`src/rtl/epass_checker_tag_shifter.sv`:
```
// tag_shifter: serial-to-parallel capture of the pass tag, MSB first.
//   clk, reset_n - clock, asynchronous active-low reset
//   clear        - zero the bit counter and shift register
//   strobe       - qualifies bit_in for one cycle (already gated by caller)
//   bit_in       - serial tag data
//   tag          - captured tag
//   done         - combinational pulse, high on the strobe that completes
//                  the tag so the FSM can leave SHIFT on that same edge
module tag_shifter #(
  parameter int TAG_W = 8
) (
  input  logic             clk,
  input  logic             reset_n,
  input  logic             clear,
  input  logic             strobe,
  input  logic             bit_in,
  output logic [TAG_W-1:0] tag,
  output logic             done
);

  localparam int CNT_W = $clog2(TAG_W + 1);

  logic [TAG_W-1:0] shift_q, shift_d;
  logic [CNT_W-1:0] cnt_q, cnt_d;

  always_comb begin
    shift_d = shift_q;
    cnt_d   = cnt_q;
    if (clear) begin
      shift_d = '0;
      cnt_d   = '0;
    end else if (strobe && (cnt_q < CNT_W'(TAG_W))) begin
      // Strobes past a full tag are dropped: the counter saturates.
      shift_d = {shift_q[TAG_W-2:0], bit_in};
      cnt_d   = cnt_q + 1'b1;
    end
  end

  always_ff @(posedge clk or negedge reset_n) begin
    if (!reset_n) begin
      shift_q <= '0;
      cnt_q   <= '0;
    end else begin
      shift_q <= shift_d;
      cnt_q   <= cnt_d;
    end
  end

  assign tag  = shift_q;
  assign done = strobe && !clear && (cnt_q == CNT_W'(TAG_W - 1));

endmodule

```
`config.mk`:
```
export PLATFORM = sky130hd
export DESIGN_NAME = tag_shifter
export DESIGN_NICKNAME = d
export VERILOG_FILES = /design/src/rtl/epass_checker_tag_shifter.sv
export SDC_FILE = /design/constraint.sdc
export NUM_CORES = 1
export LEC_CHECK = 0
export BUFFER_PORTS_ARGS = -buffer_cell sky130_fd_sc_hd__buf_2
export CAP_MARGIN = 40
export CORE_AREA = 2 2 39 41
export DETAILED_ROUTE_END_ITERATION = 12
export DIE_AREA = 0 0 41 43
export HOLD_SLACK_MARGIN = 0.15
export MAX_ROUTING_LAYER = met4
export SLEW_MARGIN = 10
export SYNTH_ARGS = -nofsm -noshare
export SYNTH_HDL_FRONTEND = slang
export SYNTH_SLANG_ARGS = --single-unit
```
`constraint.sdc`:
```
create_clock -name clk -period 2.3 [get_ports clk]
set_input_delay 0.46 -clock clk [delete_from_list [all_inputs] [get_ports clk]]
set_output_delay 0.46 -clock clk [all_outputs]
set_load 0.01 [all_outputs]
```
==> report_table.html, run 1 <==
<table>
<tr><th>Metric</th><th>Value</th></tr>
<tr><th colspan="2">Synthesis</th></tr>
<tr><td>Post-synthesis async set-or-reset flop share</td><td>100%</td></tr>
<tr><td>Proportion of netlist area held by the largest area contributor</td><td>56.1%</td></tr>
<tr><td>Sequential fraction of the synthesis area</td><td>56.1%</td></tr>
<tr><td>Netlist cell types</td><td>16</td></tr>
<tr><td>Number of synthesized flops with an enable pin</td><td>0</td></tr>
<tr><td>Post-synth top area cell</td><td>sky130_fd_sc_hd__dfrtp_1</td></tr>
<tr><td>Synthesized area</td><td>536 um2</td></tr>
<tr><td>Most common cell in the netlist</td><td>sky130_fd_sc_hd__nand2_1</td></tr>
<tr><td>Synthesized instance count</td><td>53</td></tr>
<tr><td>Most used standard cells in the synthesized netlist</td><td>18 x sky130_fd_sc_hd__nand2_1, 12 x sky130_fd_sc_hd__dfrtp_1, 7 x sky130_fd_sc_hd__a21oi_1</td></tr>
<tr><td>Synthesized flop and latch total</td><td>12</td></tr>
<tr><td>Number of nets in the synthesized netlist</td><td>59</td></tr>
<tr><td>Syn. warnings</td><td>0</td></tr>
<tr><td>Syn Area/Cell</td><td>10.1 um2</td></tr>
<tr><td>Main flop type after synthesis</td><td>sky130_fd_sc_hd__dfrtp_1</td></tr>
<tr><td>Area contributors post-synth</td><td>sky130_fd_sc_hd__dfrtp_1 56%, sky130_fd_sc_hd__nand2_1 13%, sky130_fd_sc_hd__a21oi_1 6.5%, sky130_fd_sc_hd__buf_6 4.2%, sky130_fd_sc_hd__a21oi_2 3.3%</td></tr>
<tr><th colspan="2">Hold path</th></tr>
<tr><td>Worst hold-check path type</td><td>in2reg</td></tr>
<tr><th colspan="2">Global routing</th></tr>
<tr><td>Largest net degree at the start of global routing</td><td>14</td></tr>
<tr><td>Global route total overflow</td><td>0</td></tr>
<tr><td>Via count of the first global-routing pass</td><td>369</td></tr>
<tr><td>Global-route wire length before repair</td><td>1.59 mm</td></tr>
<tr><td>Antenna violations before repair</td><td>0</td></tr>
<tr><td>All-layer global routing usage</td><td>14.5%</td></tr>
<tr><th colspan="2">Clock network</th></tr>
<tr><td># resized after CTS</td><td>0</td></tr>
<tr><td>Number of buffers inserted by hold repair at cts</td><td>1</td></tr>
<tr><td>Clock Tree Buf Depth</td><td>2</td></tr>
<tr><td>Clock Sinks</td><td>12</td></tr>
<tr><td>Number of buffers added by the clock tree synthesis step</td><td>3</td></tr>
<tr><td>Clock transition at the registers of the reported paths</td><td>0.08 ns</td></tr>
<tr><td>Post-CTS Repair Setup Buffers</td><td>0</td></tr>
<tr><td>Insertion delay of the later-clocked pin in the worst-skew pair</td><td>0.27 ns</td></tr>
<tr><td>CTS HTree Levels</td><td>1</td></tr>
<tr><td>Clock tree from TritonCTS</td><td>built</td></tr>
<tr><td>Root Buffer</td><td>sky130_fd_sc_hd__clkbuf_4</td></tr>
<tr><th colspan="2">Floorplan</th></tr>
<tr><td>Initial core utilization</td><td>38.7%</td></tr>
<tr><td>Area of the die</td><td>1760 um2</td></tr>
<tr><td>Ports</td><td>14</td></tr>
<tr><td>Chip Height</td><td>43 um</td></tr>
<tr><td>Number of placement rows</td><td>14</td></tr>
<tr><td>Area of the core</td><td>1380 um2</td></tr>
<tr><td>DIE WIDTH</td><td>41 um</td></tr>
<tr><th colspan="2">Place</th></tr>
<tr><td>DP Wirelength</td><td>633 um</td></tr>
<tr><td>Number of port buffers</td><td>13</td></tr>
<tr><td>Weighted congestion at the end of routability-driven global placement</td><td>0.671</td></tr>
<tr><th colspan="2">STA</th></tr>
<tr><td>RSZ-0062 raised after global routing</td><td>false</td></tr>
<tr><td>Final Max Slew Viols</td><td>0</td></tr>
<tr><td>Setup tns final</td><td>0 ns</td></tr>
<tr><td>Post-route clock period utilization</td><td>75.0%</td></tr>
<tr><td>Setup Viol. Count Final</td><td>0</td></tr>
<tr><td>Post-layout minimum cycle time</td><td>1.72 ns</td></tr>
<tr><td>Worst slew margin relative to its limit</td><td>76.9%</td></tr>
<tr><td>Setup skew after layout</td><td>0.00639 ns</td></tr>
<tr><td>Highest Clock Rate</td><td>580 MHz</td></tr>
<tr><td>Slew at the pin closest to its max-slew limit</td><td>0.347 ns</td></tr>
<tr><td>Count of final hold-check violations</td><td>0</td></tr>
<tr><th colspan="2">Setup path</th></tr>
<tr><td>Critical-path top delay cell</td><td>sky130_fd_sc_hd__dfrtp_1</td></tr>
<tr><td>Required time at the worst-slack endpoint</td><td>1.84 ns</td></tr>
<tr><td>Worst-path fanout max</td><td>3</td></tr>
<tr><td>Maximum cell stage delay along the critical path</td><td>0.39 ns</td></tr>
<tr><td>CP bufs+invs</td><td>1</td></tr>
<tr><td>Endpoint arrival time on the critical path</td><td>1.26 ns</td></tr>
<tr><td>CP top delay family</td><td>flip-flops</td></tr>
<tr><td>Startpoint type of the worst setup path</td><td>flop</td></tr>
<tr><td>Type of the worst setup path</td><td>reg2out</td></tr>
<tr><td>Element type at the critical path end</td><td>output port</td></tr>
<tr><td>CP Cell Sequence</td><td>ha_1 &gt; nand3b_1 &gt; nor3b_1 &gt; buf_2</td></tr>
<tr><th colspan="2">Final layout</th></tr>
<tr><td>Diode insertion count for antenna repair</td><td>0</td></tr>
<tr><td>Count of nets after finishing</td><td>75</td></tr>
<tr><td>Proportion of layout cells with a drive suffix above 1</td><td>30.9%</td></tr>
<tr><td>Synthesis-to-finish area growth</td><td>19.4%</td></tr>
<tr><th colspan="2">Pwr</th></tr>
<tr><td>Part of the power in the clock network</td><td>39.6%</td></tr>
<tr><td>PnR Total Power</td><td>0.420 mW</td></tr>
<tr><td>Comb pwr share</td><td>7.8%</td></tr>
<tr><td>Cell-internal power</td><td>0.325 mW</td></tr>
<tr><td>Portion of total power attributed to sequential cells</td><td>52.6%</td></tr>
<tr><td>Power density relative to cell area</td><td>656 nW/um2</td></tr>
<tr><td>Power dissipated by switching net loads</td><td>0.0949 mW</td></tr>
<tr><td>Max IR drop VDD</td><td>0.292 mV</td></tr>
<tr><td>Sw frac</td><td>22.6%</td></tr>
<tr><td>Leakage dissipation</td><td>0.313 nW</td></tr>
<tr><th colspan="2">Detailed routing</th></tr>
<tr><td>Post-route DRC violation count</td><td>0</td></tr>
<tr><td>First-pass DRT Iterations</td><td>3</td></tr>
<tr><td>Total routed wirelength</td><td>933 um</td></tr>
<tr><td>Post-detailed-route via-to-cell ratio</td><td>4.70</td></tr>
<tr><td>Remaining antenna violation count after routing</td><td>0</td></tr>
<tr><td>Total number of vias</td><td>395</td></tr>
<tr><td>Violation count after the first detailed-routing iteration</td><td>3</td></tr>
<tr><td>Average wire per cell in the routed design</td><td>11.1 um</td></tr>
<tr><th colspan="2">Flow run</th></tr>
<tr><td>Max capacitance violation total</td><td>0</td></tr>
<tr><th colspan="2">Run status</th></tr>
<tr><td>Result of the run</td><td>complete, no violations</td></tr>
</table>
[cells by family after synthesis]
logic type                 synth area share [%]
DFF                                        56.1
AOI/OAI and AO/OA                          11.4
xor gates and xnor gates                   3.27
and+or+nand+nor                            21.7
adders and majority gates                  2.34
buffers and inverters                      5.14
[tightest hold or removal path, cell delays in order]
cell	delay (ns)
sky130_fd_sc_hd__buf_2	0.09
sky130_fd_sc_hd__nand2_1	0.04
sky130_fd_sc_hd__a21oi_1	0.05
[registers in the layout (all words and copies together), names as in the netlist]
| signal | cells |
|---|---|
| tag | 8 |
| cnt_q | 4 |
[final timing paths]
path / from / to / slack, ns / cells past startpoint
setup reg to reg: cnt_q[3] / tag[7] / 1.21 / 3
setup / recovery: cnt_q[0] / done / 0.58 / 4
hold reg to reg: tag[4] / tag[5] / 0.53 / 2
min in group asynchronous: reset_n / tag[5] / 0.58 / 2
max in group asynchronous: reset_n / cnt_q[2] / 1.50 / 2
hold / removal: bit_in / tag[0] / 0.41 / 3
[power groups by stage]
stage | clock (mW) | sequential [mW] | combinational, mW
after floorplan | 0 | 0.225 | 0.0221
after global placement | 0 | 0.225 | 0.0324
after detailed placement | 0 | 0.225 | 0.0326
after CTS | 0.173 | 0.221 | 0.0339
after global routing | 0.182 | 0.221 | 0.0391
final | 0.166 | 0.221 | 0.0329
[layout make-up]
type	instances	area, um2
fillers	141	744
clock buffers	4	36.3
well taps	16	20.0
repair buffers	14	75.1
flip-flops and latches	12	300
multi-input cells	38	208
[layout by cell type (no fill, tap or decap)]
cell                            count
sky130_fd_sc_hd__a21oi_2            2
sky130_fd_sc_hd__ha_1               1
sky130_fd_sc_hd__clkbuf_8           1
sky130_fd_sc_hd__nand3b_1           1
sky130_fd_sc_hd__a21oi_1            7
sky130_fd_sc_hd__dlygate4sd3_1      1
sky130_fd_sc_hd__a41oi_1            1
sky130_fd_sc_hd__nor3b_1            1
sky130_fd_sc_hd__nor2_1             2
sky130_fd_sc_hd__nor2b_4            1
sky130_fd_sc_hd__nand2_1           18
sky130_fd_sc_hd__buf_2             13
sky130_fd_sc_hd__nor2_2             1
sky130_fd_sc_hd__clkbuf_4           3
sky130_fd_sc_hd__xnor2_1            1
sky130_fd_sc_hd__xor2_1             1
sky130_fd_sc_hd__nand2b_1           1
sky130_fd_sc_hd__dfrtp_1           12
[stage by stage]
stage	setup slack (ns)	instances	hold WS (ns)	util [%]	cell area, um2
final	0.575	84	0.412	46.2	639
after global routing	0.451	84	0.402	46.2	639
after CTS	0.546	84	0.404	46.2	639
after detailed placement	0.812	79	0.349	42.9	593
after global placement	0.832	79	0.352	42.9	593
after floorplan	0.889	53	0.164	-	536
[per-layer routing]
layer / part of all wire [%] / up-vias / global-route usage (%)
met5: 0 / - / -
met4: 2.4 / 0 / 12.0
met3: 5.9 / 4 / 4.71
met2: 45 / 11 / 18.4
met1: 47 / 180 / 17.8
li1: - / 200 / -
No activity file was read; power rests on OpenSTA's default activity.
==> run 2: changes to the inputs <==
- clock period: 2.3 -> 1.6 ns (I/O delays scaled with it)
==> report_table.html, run 2 (synthesized netlist as in run 1, its figures left out) <==
<table>
<tr><th>Metric</th><th>Value</th></tr>
<tr><th colspan="2">Detailed routing</th></tr>
<tr><td>First-pass DRT Iterations</td><td>4</td></tr>
<tr><td>Remaining antenna violation count after routing</td><td>0</td></tr>
<tr><td>Total routed wirelength</td><td>1.03 mm</td></tr>
<tr><td>Post-detailed-route via-to-cell ratio</td><td>4.79</td></tr>
<tr><td>Total number of vias</td><td>426</td></tr>
<tr><td>Post-route DRC violation count</td><td>0</td></tr>
<tr><td>Average wire per cell in the routed design</td><td>11.6 um</td></tr>
<tr><td>Violation count after the first detailed-routing iteration</td><td>3</td></tr>
<tr><th colspan="2">Floorplan</th></tr>
<tr><td>Area of the core</td><td>1380 um2</td></tr>
<tr><td>Ports</td><td>14</td></tr>
<tr><td>Area of the die</td><td>1760 um2</td></tr>
<tr><td>Chip Height</td><td>43 um</td></tr>
<tr><td>Initial core utilization</td><td>38.7%</td></tr>
<tr><td>Number of placement rows</td><td>14</td></tr>
<tr><td>DIE WIDTH</td><td>41 um</td></tr>
<tr><th colspan="2">Final layout</th></tr>
<tr><td>Proportion of layout cells with a drive suffix above 1</td><td>38.4%</td></tr>
<tr><td>Leading cell type in the layout, fill and taps excluded</td><td>sky130_fd_sc_hd__nand2_1</td></tr>
<tr><td>Number of fill cells</td><td>131</td></tr>
<tr><td>Synthesis-to-finish area growth</td><td>27.8%</td></tr>
<tr><td>Seq. cell area</td><td>300 um2</td></tr>
<tr><td>Diode insertion count for antenna repair</td><td>0</td></tr>
<tr><td>Leading cell types in the layout, fill and taps excluded</td><td>18 x sky130_fd_sc_hd__nand2_1, 13 x sky130_fd_sc_hd__buf_2, 12 x sky130_fd_sc_hd__dfrtp_1</td></tr>
<tr><td>Post-layout instance area</td><td>684 um2</td></tr>
<tr><td>Flip-flop count of the largest register after layout</td><td>8</td></tr>
<tr><td>Area used by multi-input combinational logic</td><td>215 um2</td></tr>
<tr><td>Count of nets after finishing</td><td>80</td></tr>
<tr><th colspan="2">Flow run</th></tr>
<tr><td>Max capacitance violation total</td><td>0</td></tr>
<tr><th colspan="2">STA</th></tr>
<tr><td>Highest Clock Rate</td><td>649 MHz</td></tr>
<tr><td>Setup Viol. Count Final</td><td>0</td></tr>
<tr><td>Post-route clock period utilization</td><td>96.4%</td></tr>
<tr><td>Final Max Slew Viols</td><td>0</td></tr>
<tr><td>Smallest hold slack</td><td>0.280 ns</td></tr>
<tr><td>Post-route worst setup slack</td><td>0.0582 ns</td></tr>
<tr><td>Post-layout minimum cycle time</td><td>1.54 ns</td></tr>
<tr><td>Setup skew after layout</td><td>0.00382 ns</td></tr>
<tr><td>Count of final hold-check violations</td><td>0</td></tr>
<tr><td>Slew at the pin closest to its max-slew limit</td><td>0.341 ns</td></tr>
<tr><td>RSZ-0062 raised after global routing</td><td>true</td></tr>
<tr><td>Worst slew margin relative to its limit</td><td>77.3%</td></tr>
<tr><th colspan="2">Setup path</th></tr>
<tr><td>Type of the worst setup path</td><td>reg2out</td></tr>
<tr><td>Element type at the critical path end</td><td>output port</td></tr>
<tr><td>Required time at the worst-slack endpoint</td><td>1.28 ns</td></tr>
<tr><td>Endpoint arrival time on the critical path</td><td>1.22 ns</td></tr>
<tr><td>Worst-path fanout max</td><td>2</td></tr>
<tr><td>Startpoint type of the worst setup path</td><td>flop</td></tr>
<tr><th colspan="2">Clock network</th></tr>
<tr><td>Root Buffer</td><td>sky130_fd_sc_hd__clkbuf_4</td></tr>
<tr><td>CTS HTree Levels</td><td>1</td></tr>
<tr><td>Number of buffers added by the clock tree synthesis step</td><td>3</td></tr>
<tr><td>Insertion delay of the later-clocked pin in the worst-skew pair</td><td>0.27 ns</td></tr>
<tr><td>Clock Tree Buf Depth</td><td>2</td></tr>
<tr><td>Clock transition at the registers of the reported paths</td><td>0.08 ns</td></tr>
<tr><td>Clock Sinks</td><td>12</td></tr>
<tr><td>Clock tree from TritonCTS</td><td>built</td></tr>
<tr><th colspan="2">Global routing</th></tr>
<tr><td>Antenna violations before repair</td><td>0</td></tr>
<tr><td>Global-route wire length before repair</td><td>1.61 mm</td></tr>
<tr><td>Global route total overflow</td><td>0</td></tr>
<tr><td>Via count of the first global-routing pass</td><td>362</td></tr>
<tr><td>All-layer global routing usage</td><td>14.3%</td></tr>
<tr><td>Largest net degree at the start of global routing</td><td>14</td></tr>
<tr><th colspan="2">Hold path</th></tr>
<tr><td>Worst hold-check path type</td><td>in2reg</td></tr>
<tr><th colspan="2">Pwr</th></tr>
<tr><td>Power density relative to cell area</td><td>902 nW/um2</td></tr>
<tr><td>Leakage dissipation</td><td>0.337 nW</td></tr>
<tr><td>Max IR drop VDD</td><td>0.324 mV</td></tr>
<tr><th colspan="2">Place</th></tr>
<tr><td>Post-Place Cell Area</td><td>593 um2</td></tr>
<tr><td>Post-Place Setup Slack</td><td>0.302 ns</td></tr>
<tr><td>Number of port buffers</td><td>13</td></tr>
<tr><td>Weighted congestion at the end of routability-driven global placement</td><td>0.690</td></tr>
<tr><td>DP Wirelength</td><td>654 um</td></tr>
<tr><th colspan="2">Run status</th></tr>
<tr><td>Result of the run</td><td>complete, no violations</td></tr>
</table>
-- run 2: cell types whose count changed in the layout (fill, tap and decap cells not counted) --
cell / before / now
sky130_fd_sc_hd__nor3b_1: 1 / 0
sky130_fd_sc_hd__nor3b_2: 0 / 1
sky130_fd_sc_hd__buf_4: 0 / 5
sky130_fd_sc_hd__ha_1: 1 / 0
sky130_fd_sc_hd__ha_2: 0 / 1
-- run 2: final cells by class --
type / instances / area share (%)
multi-input combinational: 38 / 31.4
clock buffer: 4 / 5.30
timing repair buffer: 19 / 16.5
sequential: 12 / 43.9
tap: 16 / 2.93
-- run 2: through the flow --
step	util, %	TNS [ns]	instances	total power, mW
after global routing	49.5	-0.0213	89	0.656
after global placement	42.9	0	79	0.370
after CTS	46.7	0	85	0.615
after detailed placement	42.9	0	79	0.370
final	49.5	0	89	0.617
after floorplan	-	0	53	0.355
-- run 2: repair_timing --
action / CTS / global route
resized for setup: 0 / 2
hold endpoints to repair: 12 / 0
endpoints found under the setup margin: 1 / 1
setup buffers: 1 / 4
hold buffers: 1 / 0
pin swaps: 0 / 1
-- run 2: worst paths after layout --
check                      startpoint  slack (ns)       end  cells after the start
min in group asynchronous     reset_n        0.45  cnt_q[2]                      2
min reg2reg                    tag[1]        0.54    tag[2]                      2
min                            bit_in        0.28    tag[0]                      3
max reg2reg                  cnt_q[3]        0.43  cnt_q[1]                      4
max                          cnt_q[1]        0.06      done                      4
max in group asynchronous     reset_n        0.94    tag[2]                      2
-- run 2: critical path, stage by stage (launching register included) --
cell	delay, ns
sky130_fd_sc_hd__dfrtp_1	0.37
sky130_fd_sc_hd__ha_2	0.17
sky130_fd_sc_hd__nand3b_1	0.12
sky130_fd_sc_hd__nor3b_2	0.16
sky130_fd_sc_hd__buf_2	0.14
-- run 2: routing by layer --
metal / vias to the layer above / track usage [%] / share of wire, %
met4: 0 / 8.00 / 1.4
met2: 9 / 19.1 / 47
met3: 2 / 6.28 / 3.8
met5: - / - / 0
met1: 202 / 17.4 / 48
li1: 213 / - / -
-- run 2: report_power, final --
part / internal (mW) / total, mW / switching (mW)
Combinational: 0.0289 / 0.0644 / 0.0355
Clock: 0.138 / 0.237 / 0.0988
Sequential: 0.311 / 0.316 / 0.00519
